$ cat src/rtl/vga_timing_pkg.sv
// Package: vga_timing_pkg
// Default 800x600@60 raster timing (40 MHz pixel clock), the derived line/frame
// totals and sync/blank boundaries, the raster counter width, and the colour
// table used by the optional test-bar pattern.
package vga_timing_pkg;

  localparam int CNT_W = 11;

  localparam int H_ACTIVE_DEF = 800;
  localparam int H_FP_DEF     = 40;
  localparam int H_SYNC_DEF   = 128;
  localparam int H_BP_DEF     = 88;
  localparam int H_TOTAL_DEF  = H_ACTIVE_DEF + H_FP_DEF + H_SYNC_DEF + H_BP_DEF;

  localparam int V_ACTIVE_DEF = 600;
  localparam int V_FP_DEF     = 1;
  localparam int V_SYNC_DEF   = 4;
  localparam int V_BP_DEF     = 23;
  localparam int V_TOTAL_DEF  = V_ACTIVE_DEF + V_FP_DEF + V_SYNC_DEF + V_BP_DEF;

  // Blank starts at the first non-visible count; sync covers [START, STOP).
  localparam int H_BLNK_START_DEF = H_ACTIVE_DEF;
  localparam int H_SYNC_START_DEF = H_ACTIVE_DEF + H_FP_DEF;
  localparam int H_SYNC_STOP_DEF  = H_SYNC_START_DEF + H_SYNC_DEF;
  localparam int V_BLNK_START_DEF = V_ACTIVE_DEF;
  localparam int V_SYNC_START_DEF = V_ACTIVE_DEF + V_FP_DEF;
  localparam int V_SYNC_STOP_DEF  = V_SYNC_START_DEF + V_SYNC_DEF;

  // Eight-bar colour table, brightest on the left, black on the right.
  function automatic logic [11:0] bar_colour(input logic [CNT_W-1:0] idx);
    logic [11:0] c;
    case (idx)
      11'd0:   c = 12'hFFF;  // white
      11'd1:   c = 12'hFF0;  // yellow
      11'd2:   c = 12'h0FF;  // cyan
      11'd3:   c = 12'h0F0;  // green
      11'd4:   c = 12'hF0F;  // magenta
      11'd5:   c = 12'hF00;  // red
      11'd6:   c = 12'h00F;  // blue
      11'd7:   c = 12'h000;  // black
      default: c = 12'h000;
    endcase
    return c;
  endfunction

endpackage

$ cat src/rtl/vga_if.sv
// Interface: vga_if
// Raster bus shared by the draw pipeline: counts, syncs, blanks and pixel colour.
// Modport out is the producing end (timing generator), modport in is a consumer.
interface vga_if;
  logic [10:0] hcount;
  logic [10:0] vcount;
  logic        hsync;
  logic        hblnk;
  logic        vsync;
  logic        vblnk;
  logic [11:0] rgb;

  modport out (output hcount, vcount, hsync, hblnk, vsync, vblnk, rgb);
  modport in  (input  hcount, vcount, hsync, hblnk, vsync, vblnk, rgb);
endinterface

$ cat src/rtl/vga_axis_counter.sv
// Module: vga_axis_counter
// Wrap counter for one raster axis, counting 0..TOTAL-1.
// Ports: clk, rst (sync, active-high), inc (advance by one this edge),
//        cnt_nxt (value the counter takes on the coming edge, so callers can
//        decode it into registers that line up with the count), wrap (this
//        edge takes the counter from TOTAL-1 back to 0).
module vga_axis_counter
  import vga_timing_pkg::*;
#(
  parameter int TOTAL = H_TOTAL_DEF
) (
  input  logic             clk,
  input  logic             rst,
  input  logic             inc,
  output logic [CNT_W-1:0] cnt_nxt,
  output logic             wrap
);

  localparam logic [CNT_W-1:0] LAST = CNT_W'(TOTAL - 1);
  localparam logic [CNT_W-1:0] ZERO = CNT_W'(0);
  localparam logic [CNT_W-1:0] ONE  = CNT_W'(1);

  logic [CNT_W-1:0] cnt_q;
  logic [CNT_W-1:0] cnt_d;

  // Next count: reset wins, then advance with wrap at TOTAL-1.
  always_comb begin
    cnt_d = cnt_q;
    wrap  = 1'b0;
    if (rst) begin
      cnt_d = ZERO;
    end else if (inc) begin
      if (cnt_q == LAST) begin
        cnt_d = ZERO;
        wrap  = 1'b1;
      end else begin
        cnt_d = cnt_q + ONE;
      end
    end else begin
      cnt_d = cnt_q;
    end
  end

  assign cnt_nxt = cnt_d;

  // Count register.
  always_ff @(posedge clk) begin
    cnt_q <= cnt_d;
  end

endmodule

$ cat src/rtl/vga_timing_gen.sv
// Module: vga_timing_gen
// Head of the pixel pipeline: generates raster timing on vga_if and a per-frame
// tick plus frame counter for animation pacing.
// Ports: clk (pixel clock), rst (sync, active-high),
//        out (vga_if.out: hcount, vcount, hsync, hblnk, vsync, vblnk, rgb),
//        frame_start (one-cycle pulse when (0,0) follows a frame wrap),
//        frame_cnt (frames completed since reset, wraps at 16 bits).
// Build option: define VGA_TEST_PATTERN_EN to drive eight vertical colour bars
// in the visible area; otherwise rgb is held at 0.
// Every output is registered and decoded from the counters' next values, so
// sync/blank/rgb always describe the hcount/vcount shown on the same cycle.
module vga_timing_gen
  import vga_timing_pkg::*;
#(
  parameter int H_ACTIVE = H_ACTIVE_DEF,
  parameter int H_FP     = H_FP_DEF,
  parameter int H_SYNC   = H_SYNC_DEF,
  parameter int H_BP     = H_BP_DEF,
  parameter int V_ACTIVE = V_ACTIVE_DEF,
  parameter int V_FP     = V_FP_DEF,
  parameter int V_SYNC   = V_SYNC_DEF,
  parameter int V_BP     = V_BP_DEF
) (
  input  logic        clk,
  input  logic        rst,
  vga_if.out          out,
  output logic        frame_start,
  output logic [15:0] frame_cnt
);

  localparam int H_TOTAL = H_ACTIVE + H_FP + H_SYNC + H_BP;
  localparam int V_TOTAL = V_ACTIVE + V_FP + V_SYNC + V_BP;

  localparam logic [CNT_W-1:0] H_BLNK_START = CNT_W'(H_ACTIVE);
  localparam logic [CNT_W-1:0] H_SYNC_START = CNT_W'(H_ACTIVE + H_FP);
  localparam logic [CNT_W-1:0] H_SYNC_STOP  = CNT_W'(H_ACTIVE + H_FP + H_SYNC);
  localparam logic [CNT_W-1:0] V_BLNK_START = CNT_W'(V_ACTIVE);
  localparam logic [CNT_W-1:0] V_SYNC_START = CNT_W'(V_ACTIVE + V_FP);
  localparam logic [CNT_W-1:0] V_SYNC_STOP  = CNT_W'(V_ACTIVE + V_FP + V_SYNC);

  if (H_TOTAL > 2048 || V_TOTAL > 2048) begin : g_width_chk
    $error("vga_timing_gen: H_TOTAL/V_TOTAL exceed the 11-bit counter range");
  end

  logic [CNT_W-1:0] h_nxt;
  logic [CNT_W-1:0] v_nxt;
  logic             h_wrap;
  logic             v_wrap;

  vga_axis_counter #(.TOTAL(H_TOTAL)) u_h_cnt (
    .clk     (clk),
    .rst     (rst),
    .inc     (1'b1),
    .cnt_nxt (h_nxt),
    .wrap    (h_wrap)
  );

  // The vertical axis only steps on the horizontal wrap, so vertical decodes
  // can only change on the line-wrap edge.
  vga_axis_counter #(.TOTAL(V_TOTAL)) u_v_cnt (
    .clk     (clk),
    .rst     (rst),
    .inc     (h_wrap),
    .cnt_nxt (v_nxt),
    .wrap    (v_wrap)
  );

  logic [CNT_W-1:0] hcount_q, hcount_d;
  logic [CNT_W-1:0] vcount_q, vcount_d;
  logic             hsync_q, hsync_d;
  logic             hblnk_q, hblnk_d;
  logic             vsync_q, vsync_d;
  logic             vblnk_q, vblnk_d;
  logic [11:0]      rgb_q, rgb_d;
  logic             frame_start_q, frame_start_d;
  logic [15:0]      frame_cnt_q, frame_cnt_d;

  // Timing decode from the next counts; the frame tick fires only on the
  // full-frame wrap, so the (0,0) held during reset never pulses.
  always_comb begin
    hcount_d      = h_nxt;
    vcount_d      = v_nxt;
    hsync_d       = 1'b0;
    hblnk_d       = 1'b0;
    vsync_d       = 1'b0;
    vblnk_d       = 1'b0;
    frame_start_d = 1'b0;
    frame_cnt_d   = frame_cnt_q;
    if (rst) begin
      frame_cnt_d = 16'h0000;
    end else begin
      hblnk_d       = (h_nxt >= H_BLNK_START);
      hsync_d       = (h_nxt >= H_SYNC_START) && (h_nxt < H_SYNC_STOP);
      vblnk_d       = (v_nxt >= V_BLNK_START);
      vsync_d       = (v_nxt >= V_SYNC_START) && (v_nxt < V_SYNC_STOP);
      frame_start_d = h_wrap && v_wrap;
      frame_cnt_d   = frame_cnt_q + {15'd0, frame_start_d};
    end
  end

`ifdef VGA_TEST_PATTERN_EN
  localparam logic [CNT_W-1:0] BAR_W = CNT_W'(H_ACTIVE / 8);

  // Colour bars in the visible area, black in blanking and in reset.
  always_comb begin
    rgb_d = 12'h000;
    if (!rst && !hblnk_d && !vblnk_d) begin
      rgb_d = bar_colour(h_nxt / BAR_W);
    end else begin
      rgb_d = 12'h000;
    end
  end
`else
  assign rgb_d = 12'h000;
`endif

  // Output registers.
  always_ff @(posedge clk) begin
    hcount_q      <= hcount_d;
    vcount_q      <= vcount_d;
    hsync_q       <= hsync_d;
    hblnk_q       <= hblnk_d;
    vsync_q       <= vsync_d;
    vblnk_q       <= vblnk_d;
    rgb_q         <= rgb_d;
    frame_start_q <= frame_start_d;
    frame_cnt_q   <= frame_cnt_d;
  end

  assign out.hcount  = hcount_q;
  assign out.vcount  = vcount_q;
  assign out.hsync   = hsync_q;
  assign out.hblnk   = hblnk_q;
  assign out.vsync   = vsync_q;
  assign out.vblnk   = vblnk_q;
  assign out.rgb     = rgb_q;
  assign frame_start = frame_start_q;
  assign frame_cnt   = frame_cnt_q;

endmodule
$ cat src/flat_wrapper.sv
// flat-port wrapper written by rule: the top's interface ports become plain ports
module vga_timing_gen_flat import vga_timing_pkg::*;
#(
  parameter int H_ACTIVE = H_ACTIVE_DEF,
  parameter int H_FP     = H_FP_DEF,
  parameter int H_SYNC   = H_SYNC_DEF,
  parameter int H_BP     = H_BP_DEF,
  parameter int V_ACTIVE = V_ACTIVE_DEF,
  parameter int V_FP     = V_FP_DEF,
  parameter int V_SYNC   = V_SYNC_DEF,
  parameter int V_BP     = V_BP_DEF
)
  (clk, rst, frame_start, frame_cnt, out_hcount, out_vcount, out_hsync, out_hblnk, out_vsync, out_vblnk, out_rgb);
  vga_if out_i ();
  input  logic clk;
  input  logic rst;
  output logic frame_start;
  output logic [15:0] frame_cnt;
  output wire logic [$bits(out_i.hcount)-1:0] out_hcount;
  output wire logic [$bits(out_i.vcount)-1:0] out_vcount;
  output wire logic [$bits(out_i.hsync)-1:0] out_hsync;
  output wire logic [$bits(out_i.hblnk)-1:0] out_hblnk;
  output wire logic [$bits(out_i.vsync)-1:0] out_vsync;
  output wire logic [$bits(out_i.vblnk)-1:0] out_vblnk;
  output wire logic [$bits(out_i.rgb)-1:0] out_rgb;
  assign out_hcount = out_i.hcount;
  assign out_vcount = out_i.vcount;
  assign out_hsync = out_i.hsync;
  assign out_hblnk = out_i.hblnk;
  assign out_vsync = out_i.vsync;
  assign out_vblnk = out_i.vblnk;
  assign out_rgb = out_i.rgb;
  vga_timing_gen #(.H_ACTIVE(H_ACTIVE), .H_FP(H_FP), .H_SYNC(H_SYNC), .H_BP(H_BP), .V_ACTIVE(V_ACTIVE), .V_FP(V_FP), .V_SYNC(V_SYNC), .V_BP(V_BP)) u_core (.clk(clk), .rst(rst), .out(out_i), .frame_start(frame_start), .frame_cnt(frame_cnt));
endmodule
$ cat config.mk
export PLATFORM = sky130hd
export DESIGN_NAME = vga_timing_gen_flat
export DESIGN_NICKNAME = d
export VERILOG_FILES = /design/src/rtl/vga_timing_pkg.sv /design/src/rtl/vga_if.sv /design/src/rtl/vga_axis_counter.sv /design/src/rtl/vga_timing_gen.sv /design/src/flat_wrapper.sv
export SDC_FILE = /design/constraint.sdc
export NUM_CORES = 1
export LEC_CHECK = 0
export BUFFER_PORTS_ARGS = -buffer_cell sky130_fd_sc_hd__clkbuf_2
export CAP_MARGIN = 20
export CORE_AREA = 2 2 89 91
export DETAILED_ROUTE_END_ITERATION = 12
export DIE_AREA = 0 0 91 93
export HOLD_SLACK_MARGIN = 0.1
export PLACE_DENSITY_LB_ADDON = 0.15
export SLEW_MARGIN = 15
export SYNTH_ARGS = -nofsm -noshare
export SYNTH_HDL_FRONTEND = slang
export SYNTH_HIERARCHICAL = 1
export SYNTH_SLANG_ARGS = --single-unit
export TNS_END_PERCENT = 50
$ cat constraint.sdc
create_clock -name clk -period 8.8 [get_ports clk]
set_input_delay 2.2 -clock clk [delete_from_list [all_inputs] [get_ports clk]]
set_output_delay 2.2 -clock clk [all_outputs]
set_load 0.05 [all_outputs]
==> results of run 1 <==
Yosys cell counts, types with 5 or more instances:
master	n	share of area, %
xnor2_1	17	5.8
o21ai_0	5	0.97
nor3_1	7	1.4
dfxtp_1	65	51
buf_4	15	4.4
nand4_1	6	1.5
nor2_1	36	5.3
or3_1	6	1.5
xor2_1	10	3.4
inv_1	7	1.0
nand2_1	15	2.2
nand3_1	8	1.6
a21oi_1	9	1.8
cell type report:
cell class	instances	area share (%)
inverter	7	0.862
sequential	65	42.7
clock buffer	14	5.66
clock inverter	2	1.15
tap	102	4.19
timing repair buffer	45	7.47
multi-input combinational	179	38.0
critical path: stages:
cell and delay (ps):
clkbuf_2 350, nor4_1 400, buf_4 220, and4_1 200, nand4_1 120, nor2_1 100
and2_1 160, ha_1 190, ha_1 220, nand4_2 200, nor4_2 290, xnor2_1 160
nor2_1 50
report_power, final:
group	leakage [nW]	internal, mW	switching [mW]
Combinational	0.599	0.00255	0.0200
Clock	0.107	0.154	0.106
Sequential	0.524	0.296	0.00224
metal layers:
metal  vias to the layer above  part of all wire [%]  GRT usage, %
met5                         -                     0             0
met3                         8                   6.5          6.61
met1                       842                    46          14.9
met2                        47                    46          20.1
met4                         0                   1.4          4.17
li1                        963                     -             -
worst paths after layout:
path / start / endpoint / slack [ps]
worst min-delay path: u_core/frame_cnt[15] / u_core/frame_cnt[15] / 550
worst max register to register: u_core/u_h_cnt/cnt_q[0] / u_core/frame_cnt[14] / 5350
worst max-delay path: rst / u_core/frame_cnt[14] / 4130
worst min register to register: u_core/frame_cnt[15] / u_core/frame_cnt[15] / 550
state kept, by name, summed over array words and instances (netlist names):
name and cells:
u_core/out.vcount 11, u_core/out.hblnk 1, u_core/u_h_cnt/cnt_q 11, u_core/out.vsync 1, u_core/u_v_cnt/cnt_q 11, u_core/frame_cnt 16
u_core/out.vblnk 1, u_core/out.hcount 11, u_core/out.hsync 1, u_core/frame_start 1
logic make-up after synthesis:
| family | synth area share [%] |
|---|---|
| xor+xnor | 9.20 |
| fa+ha+maj | 1.95 |
| mux | 0.779 |
| compound gates | 5.74 |
| buf+inv | 5.89 |
| flops | 50.6 |
| simple gates | 25.5 |
| other cells | 0.292 |
==> key figures, run 1 <==
Routing
  • Antenna-violating nets left: 0
  • DRC viols: 0
  • Routed via count: ~1.9k
  • Drt wl/cell: 12.1 um
  • Final WL: 5020 um
  • Starting DRC count in detailed routing: 73
  • Vias/cell: roughly 4.5
  • Pre-Repair DR Iteration Count: 4

Clocking
  • Root Buffer: clkbuf_8
  • Clock-pin slew on the worst setup and hold paths: 70 ps
  • Clock Sinks: 65
  • CTS tree: yes
  • Hold Buf Count CTS: 0
  • Post-CTS resize count: 0
  • Max Buffers Root-to-Sink: 2
  • Setup Buffers After CTS: 0
  • H-tree depth: 3
  • Worst-skew pair later-pin latency: 340 ps
  • Num CTS Buffers: 9

Cells and area
  • Commonest non-fill, non-tap cells in the layout: 65 x dfxtp_1, 44 x clkbuf_2, 36 x nor2_1, 17 x xnor2_1, 15 x nand2_1
  • Fill cells: 774
  • Layout cells sized above 1: 23.7%
  • Register Area: 1300 um^2
  • Final cell count without fillers: 414
  • Nets: roughly 310
  • Commonest non-fill, non-tap cell in the layout: dfxtp_1
  • Area taken by multi-input logic gates: 1160 um^2
  • Ant diodes: 0
  • Area growth syn-to-layout: 18.6%
  • Utilization after layout: between 40% and 50%
  • Final Cell Area: 3050 um^2

Placed design
  • Final RePlAce weighted congestion: between 0.7 and 0.8
  • IO Port Bufs: 44
  • Pre-CTS setup slack: 3770 ps
  • Detail Placement HPWL: about 3500 um
  • Post-place instance area: 2840 um^2
  • Placed Instances: 398

STA
  • Hold Slack: approximately 550 ps
  • Setup ws final: 4130 ps
  • Slew Viols, Final: 0
  • Final setup vio count: 0
  • Fmax: 0.214 GHz
  • Fin crit period: 4670 ps
  • Sum Neg Setup Slack: 0 ps
  • Slew @ Worst Pin: 635 ps
  • Slew Limit Headroom: ~57%
  • Final Hold Viols: 0
  • Skew final: between 6 and 7 ps
  • RSZ-0062 raised after global routing: no
  • Fin crit share: 53.0%

Yosys
  • Mapped Area: 2570 um^2
  • Async S/R FF share, synth: 0%
  • Synth unique cells: 39
  • Syn Area/Cell: 9.96 um^2
  • EDFF count, synth: 0
  • Seq cells post-synth: 65
  • Gate Count Post-Synth: approximately 260
  • Sequential area share after synthesis: 50.6%
  • Primary FF master, synth: dfxtp_1
  • YS warnings: 6

Critical path
  • Worst setup EP type: flip-flop
  • Worst setup path category: primary input to flip-flop
  • CP arrival: 4880 ps
  • Setup crit start kind: primary input
  • Crit Path Max Fanout: 29
  • FF-to-FF path depth: 15
  • Critical path data required time: 9010 ps

GRT
  • Overall routing resource usage: 12.7%
  • Largest net degree at the start of global routing: 30
  • First-pass GRT wire length: 8430 um
  • Initial antenna violation count: 0
  • Total congestion overflow: 0
  • Vias in the first global route: roughly 1.7k

Pwr
  • Lkg Pwr: 1.23 nW
  • Power Total: 0.580 mW
  • Maximum VDD drop: between 0.09 and 0.1 mV
  • Power Density: ~190 nW/um^2

Floorplan
  • Die width: ~91 um
  • CORE AREA: 7530 um^2
  • Die H: just over 90 um
  • Initial Util: 34.1%
  • DIE AREA: 8460 um^2
  • Io pins: 57
  • Num rows: 32

Job
  • # Max-Cap Violations: 0

Status
  • Status: finished clean

Worst hold path
  • Hold depth: 3
  • Min-delay worst type: flip-flop to flip-flop
(Power assumes the default switching activity.)
==> run 2: changes to the inputs <==
==> constraint.sdc (replaced) <==
create_clock -name clk -period 4.9 [get_ports clk]
set_input_delay 1.225 -clock clk [delete_from_list [all_inputs] [get_ports clk]]
set_output_delay 1.225 -clock clk [all_outputs]
set_load 0.05 [all_outputs]
==> run 2 against run 1 <==
Against the previous run:
- register-to-register slack worse by 3800 ps
- highest routed layer unchanged
- power is 74% higher
- clock skew hardly changed
- non-clock buffer count is 1 higher
- worst setup slack worse by 2600 ps
- final cell count is 0.24% higher
- core utilization is 0.18 points lower
- cell area is 0.45% lower
- count of clock-buffer cells in the layout is 4 lower
- sequential power is 80% higher
- sequential share of layout area is 0.19 points higher
- flip-flop and latch count stayed put
==> key figures, run 2 (same netlist as run 1, synthesis figures left out) <==
Status
  • Status: finished clean

Clocking
  • Clock-pin slew on the worst setup and hold paths: about 70 ps
  • Max Buffers Root-to-Sink: 2
  • Hold Buf Count CTS: 0
  • Post-CTS resize count: 0
  • Clock Sinks: 65
  • CTS tree: yes
  • Setup Buffers After CTS: 0
  • Num CTS Buffers: 9
  • Root Buffer: clkbuf_8
  • Worst-skew pair later-pin latency: 340 ps
  • H-tree depth: 3

STA
  • Skew final: 7.14 ps
  • Slew Limit Headroom: between 60% and 70%
  • Slew Viols, Final: 0
  • Sum Neg Setup Slack: 0 ps
  • RSZ-0062 raised after global routing: no
  • Fmax: 0.295 GHz
  • Fin crit share: 69.2%
  • Final Hold Viols: 0
  • Final setup vio count: 0
  • Hold Slack: ~540 ps
  • Slew @ Worst Pin: 590 ps
  • Fin crit period: 3390 ps

Routing
  • Antenna-violating nets left: 0
  • DRC viols: 0
  • Routed via count: 1877
  • Vias/cell: 4.52
  • Pre-Repair DR Iteration Count: 4
  • Final WL: just over 5000 um
  • Starting DRC count in detailed routing: roughly 60
  • Drt wl/cell: 12.3 um

Floorplan
  • Die width: 91 um
  • CORE AREA: 7530 um^2
  • Initial Util: between 30% and 40%
  • Io pins: 57
  • DIE AREA: 8460 um^2
  • Die H: 93 um
  • Num rows: 32

Critical path
  • Slowest cell on the critical path: dfxtp_1
  • Worst path max stage delay: about 460 ps
  • Worst setup path category: flip-flop to flip-flop
  • CP Buf/Inv Count: 1
  • Crit-path cells: ha_1 > nor4bb_1 > nand2_1 > nor4_1 > buf_4 > and4_1 > nand4_1 > nor2_1 > and2_1 > ha_1 > ha_1 > nand4_2 > nor4_2 > xnor2_1 > nor2_1
  • Worst setup EP type: flip-flop
  • Setup crit start kind: flip-flop
  • Crit-path leading delay family: simple AND/OR/NAND/NOR gates
  • Crit Path Max Fanout: 8
  • CP arrival: 3610 ps
  • CP dominant cell by count: ha_1
  • Critical path data required time: 5120 ps

Pwr
  • Maximum VDD drop: 0.144 mV
  • Lkg Pwr: 1.23 nW
  • Power Density: ~330 nW/um^2
  • Power Total: 1.01 mW

Cells and area
  • Area growth syn-to-layout: 18.1%
  • Layout cells sized above 1: 24.3%
  • Utilization after layout: 40.3%
  • Largest register FFs: 16
  • Ant diodes: 0
  • Commonest non-fill, non-tap cell in the layout: dfxtp_1
  • Nets: between 300 and 400
  • Final cell count without fillers: 415
  • Commonest non-fill, non-tap cells in the layout: 65 x dfxtp_1, 44 x clkbuf_2, 36 x nor2_1, 17 x xnor2_1, 15 x nand2_1

Placed design
  • IO Port Bufs: 44
  • Placed Instances: 399
  • Detail Placement HPWL: 3500 um
  • Final RePlAce weighted congestion: about 0.79

GRT
  • Overall routing resource usage: 12.7%
  • Largest net degree at the start of global routing: 29
  • Total congestion overflow: 0
  • First-pass GRT wire length: 8500 um
  • Vias in the first global route: 1846
  • Initial antenna violation count: 0

Worst hold path
  • Min-delay worst type: flip-flop to flip-flop

Job
  • # Max-Cap Violations: 0
## run 2: cell count changes in the layout (fill, tap and decap cells not counted)
cell / before / now
clkbuf_1: 2 / 1
buf_4: 1 / 2
clkinv_4: 0 / 1
clkinv_2: 1 / 4
clkbuf_8: 12 / 9
## run 2: worst register-to-register path: stages, from the launching register on
cell      delay, ps
dfxtp_1         460
ha_1            270
nor4bb_1        310
nand2_1         100
nor4_1          230
buf_4           210
and4_1          200
nand4_1         110
nor2_1          100
and2_1          150
ha_1            190
ha_1            220
nand4_2         210
nor4_2          300
xnor2_1         150
nor2_1           50
## run 2: power by group
group / switching (mW) / leakage, nW / internal, mW
clock network: 0.202 / 0.0998 / 0.232
registers: 0.00378 / 0.524 / 0.532
logic: 0.0363 / 0.604 / 0.00513
## run 2: worst paths after layout
check	start	to	slack (ps)	cells past startpoint
worst max-delay path	u_core/u_h_cnt/cnt_q[0]	u_core/frame_cnt[14]	1510	15
worst max register to register	u_core/u_h_cnt/cnt_q[0]	u_core/frame_cnt[14]	1510	15
worst min-delay path	u_core/frame_cnt[8]	u_core/frame_cnt[8]	540	2
worst min register to register	u_core/frame_cnt[8]	u_core/frame_cnt[8]	540	2
## run 2: area by class of cell
cell class	count	area [um^2]
fill	782	4490
timing repair buffer	46	235
multi-input combinational	179	1160
clock buffer	10	128
sequential	65	1300
tap	102	128
inverter	7	26.3
clock inverter	6	58.8
## run 2: metrics by stage
step | area, um^2 | setup WS, ps
3_5_place_dp | 2850 | 1300
2_1_floorplan | 2610 | 1540
5_1_grt | 3040 | 1160
6_report | 3040 | 1510
3_3_place_gp | 2850 | 1360
4_1_cts | 3040 | 1480
## run 2: metal layers
metal | routed length [um] | vias to the layer above | global-route usage (%) | part of all wire (%)
li1 | - | 962 | - | -
met1 | 2360 | 864 | 15.0 | 46
met2 | 2400 | 42 | 20.8 | 47
met3 | 244 | 9 | 3.46 | 4.8
met4 | 98 | 0 | 7.58 | 1.9
met5 | 0 | - | 0 | 0
==> run 3: changes to the inputs <==
--- a/config.mk
+++ b/config.mk
@@ -5,11 +5,12 @@
 export SDC_FILE = /design/constraint.sdc
 export NUM_CORES = 1
 export LEC_CHECK = 0
+export ABC_AREA = 1
 export BUFFER_PORTS_ARGS = -buffer_cell sky130_fd_sc_hd__clkbuf_2
 export CAP_MARGIN = 20
-export CORE_AREA = 2 2 89 91
+export CORE_AREA = 2 2 93 95
 export DETAILED_ROUTE_END_ITERATION = 12
-export DIE_AREA = 0 0 91 93
+export DIE_AREA = 0 0 95 97
 export HOLD_SLACK_MARGIN = 0.1
 export PLACE_DENSITY_LB_ADDON = 0.15
 export SLEW_MARGIN = 15
==> constraint.sdc (replaced) <==
create_clock -name clk -period 3.34 [get_ports clk]
set_input_delay 0.835 -clock clk [delete_from_list [all_inputs] [get_ports clk]]
set_output_delay 0.835 -clock clk [all_outputs]
set_load 0.05 [all_outputs]
==> run 3 against run 2 <==
Against the previous run:
- non-clock buffer count unchanged
- critical path depth increased by 2
- worst setup slack got worse by 850 ps
- area after synthesis increased by 8.3%
- sequential power increased by 46%
- count of clock-buffer cells in the layout increased by 4
- clock skew increased by 2.0 ps
- wire length increased by 17%
- sequential share of layout area decreased by 3.4 points
- first-iteration DRC count increased by 11%
- highest routed layer unchanged
==> key figures, run 3 <==
Status
  • Status: finished clean

Placed design
  • Final RePlAce weighted congestion: 0.804
  • Post-place instance area: about 3100 um^2
  • Placed Instances: ~520
  • IO Port Bufs: 44
  • Detail Placement HPWL: approximately 4400 um

Cells and area
  • Area taken by multi-input logic gates: 1220 um^2
  • Register Area: 1300 um^2
  • Area growth syn-to-layout: 18.3%
  • Commonest non-fill, non-tap cells in the layout: 77 x nand2_1, 65 x dfxtp_1, 62 x nor2_1, 52 x inv_1, 44 x clkbuf_2
  • Ant diodes: 0
  • Final Cell Area: 3290 um^2
  • Nets: 433
  • Commonest non-fill, non-tap cell in the layout: nand2_1
  • Layout cells sized above 1: 17.6%
  • Fill cells: between 800 and 900
  • Largest register FFs: 16
  • Final cell count without fillers: 537

Yosys
  • Synth unique cells: 28
  • Syn Area/Cell: about 7.4 um^2
  • Top cells by area, synth: dfxtp_1 47%, nand2_1 10%, nor2_1 8.4%
  • Async S/R FF share, synth: 0%
  • Gate Count Post-Synth: 374
  • Synth area leader: dfxtp_1
  • Commonest cells in the netlist: 77 x nand2_1, 65 x dfxtp_1, 62 x nor2_1
  • Sequential area share after synthesis: 46.7%
  • Primary FF master, synth: dfxtp_1
  • Share of the synthesized area in the top cell type: 46.7%
  • Seq cells post-synth: 65
  • Mapped Area: about 2800 um^2
  • EDFF count, synth: 0
  • YS warnings: 6
  • Most frequent cell after synthesis: nand2_1

Clocking
  • Root Buffer: clkbuf_8
  • Clock Sinks: 65
  • Max Buffers Root-to-Sink: 2
  • Worst-skew pair later-pin latency: 340 ps
  • H-tree depth: 3
  • Setup Buffers After CTS: 0
  • Post-CTS resize count: 0
  • CTS tree: yes
  • Hold Buf Count CTS: 0
  • Num CTS Buffers: 9
  • Clock-pin slew on the worst setup and hold paths: 70 ps

Critical path
  • Critical path data required time: 3560 ps
  • Crit Path Max Fanout: 6
  • CP arrival: 2900 ps
  • Worst setup EP type: flip-flop
  • Setup crit start kind: flip-flop
  • Worst setup path category: flip-flop to flip-flop

Routing
  • Drt wl/cell: 11.1 um
  • DRC viols: 0
  • Top Layer Used: met4
  • Final WL: 5950 um
  • Starting DRC count in detailed routing: 68
  • Routed via count: ~2.3k
  • Met1 WL: 3100 um
  • Pre-Repair DR Iteration Count: 4
  • DR WL met2: 2460 um
  • WL met3: 277 um
  • Antenna-violating nets left: 0
  • Vias/cell: roughly 4.3

STA
  • Final Hold Viols: 0
  • Fin crit period: 2680 ps
  • Fmax: between 0.3 and 0.4 GHz
  • RSZ-0062 raised after global routing: no
  • Skew final: 9.18 ps
  • Fin crit share: 80.2%
  • Sum Neg Setup Slack: 0 ps
  • Final setup vio count: 0
  • Slew Viols, Final: 0

Floorplan
  • Num rows: 33
  • Die H: about 97 um
  • Initial Util: 34.2%
  • Die width: 95 um
  • Io pins: 57
  • DIE AREA: 9220 um^2
  • CORE AREA: 8130 um^2

Job
  • # Max-Cap Violations: 0

Pwr
  • Lkg Pwr: 1.44 nW
  • Power Density: 467 nW/um^2
  • Maximum VDD drop: 0.177 mV

GRT
  • Overall routing resource usage: 13.9%
  • First-pass GRT wire length: 10100 um
  • Total congestion overflow: 0
  • Initial antenna violation count: 0
  • Largest net degree at the start of global routing: 29
  • Vias in the first global route: approximately 2.1k

Worst hold path
  • Min-delay worst type: flip-flop to flip-flop
==> run 3: final timing paths <==
| check | from | end | slack (ps) | depth (start not counted) |
|---|---|---|---|---|
| setup / recovery | u_core/u_h_cnt/cnt_q[1] | u_core/frame_cnt[8] | 660 | 17 |
| setup reg to reg | u_core/u_h_cnt/cnt_q[1] | u_core/frame_cnt[8] | 660 | 17 |
| hold reg to reg | u_core/frame_cnt[4] | u_core/frame_cnt[4] | 500 | 2 |
| hold / removal | u_core/frame_cnt[4] | u_core/frame_cnt[4] | 500 | 2 |
==> run 3: cell type report <==
type                            count  area share [%]
Sequential cell                    65            39.5
Timing Repair Buffer               46            7.14
Multi-Input combinational cell    253            37.1
Clock buffer                       14            5.24
Tap cell                          105            3.99
Clock inverter                      2            1.06
Inverter                           52            5.92
==> run 3: kinds of logic (layout without fill, tap and decap cells) <==
kind of cell             count (synthesis)  count (layout)  synth area share [%]
flip-flops                              65              65                  46.7
AND/OR/NAND/NOR                        200             200                  31.6
other                                    2              14                 0.270
adder cells (fa/ha/maj)                  4               4                  1.80
XOR/XNOR                                13              13                  4.09
buffers and inverters                   68             114                  10.9
AO/OA/AOI/OAI                           22              22                  4.54
==> run 3: metal layers <==
| metal | GRT usage (%) | vias up |
|---|---|---|
| li1 | - | 1239 |
| met1 | 19.6 | 1030 |
| met2 | 19.6 | 51 |
| met3 | 3.66 | 11 |
| met4 | 6.02 | 0 |
| met5 | 0 | - |
==> run 3: where the power goes <==
group / internal [mW] / total, mW / switching [mW]
Clock: 0.406 / 0.693 / 0.287
Combinational: 0.00731 / 0.0631 / 0.0558
Sequential: 0.779 / 0.782 / 0.00307
==> run 3: per-stage QoR <==
| stage | utilization [%] | hold slack [ps] | setup slack, ps | total power, mW |
|---|---|---|---|---|
| final | 40.5 | 497 | 661 | 1.54 |
| after global routing | 40.5 | 521 | 284 | 1.60 |
| after CTS | 40.5 | 496 | 645 | 1.56 |
| after detailed placement | 37.9 | 481 | 611 | 0.863 |
| after global placement | 37.9 | 486 | 661 | 0.862 |
| after floorplan | - | 531 | 457 | 0.864 |
==> run 3: critical path, stage by stage, from the launching register on <==
cell and delay [ps]:
dfxtp_1 370, ha_1 200, nand3_2 110, nand3b_1 230, nor2_1 140, inv_1 80
nor2_1 100, nand3_1 120, nor2_1 100, nand2_1 70, inv_1 50, ha_1 170
ha_1 190, nand3_1 150, nor2_4 180, nand2_1 80, xor2_1 140, nor2_1 50
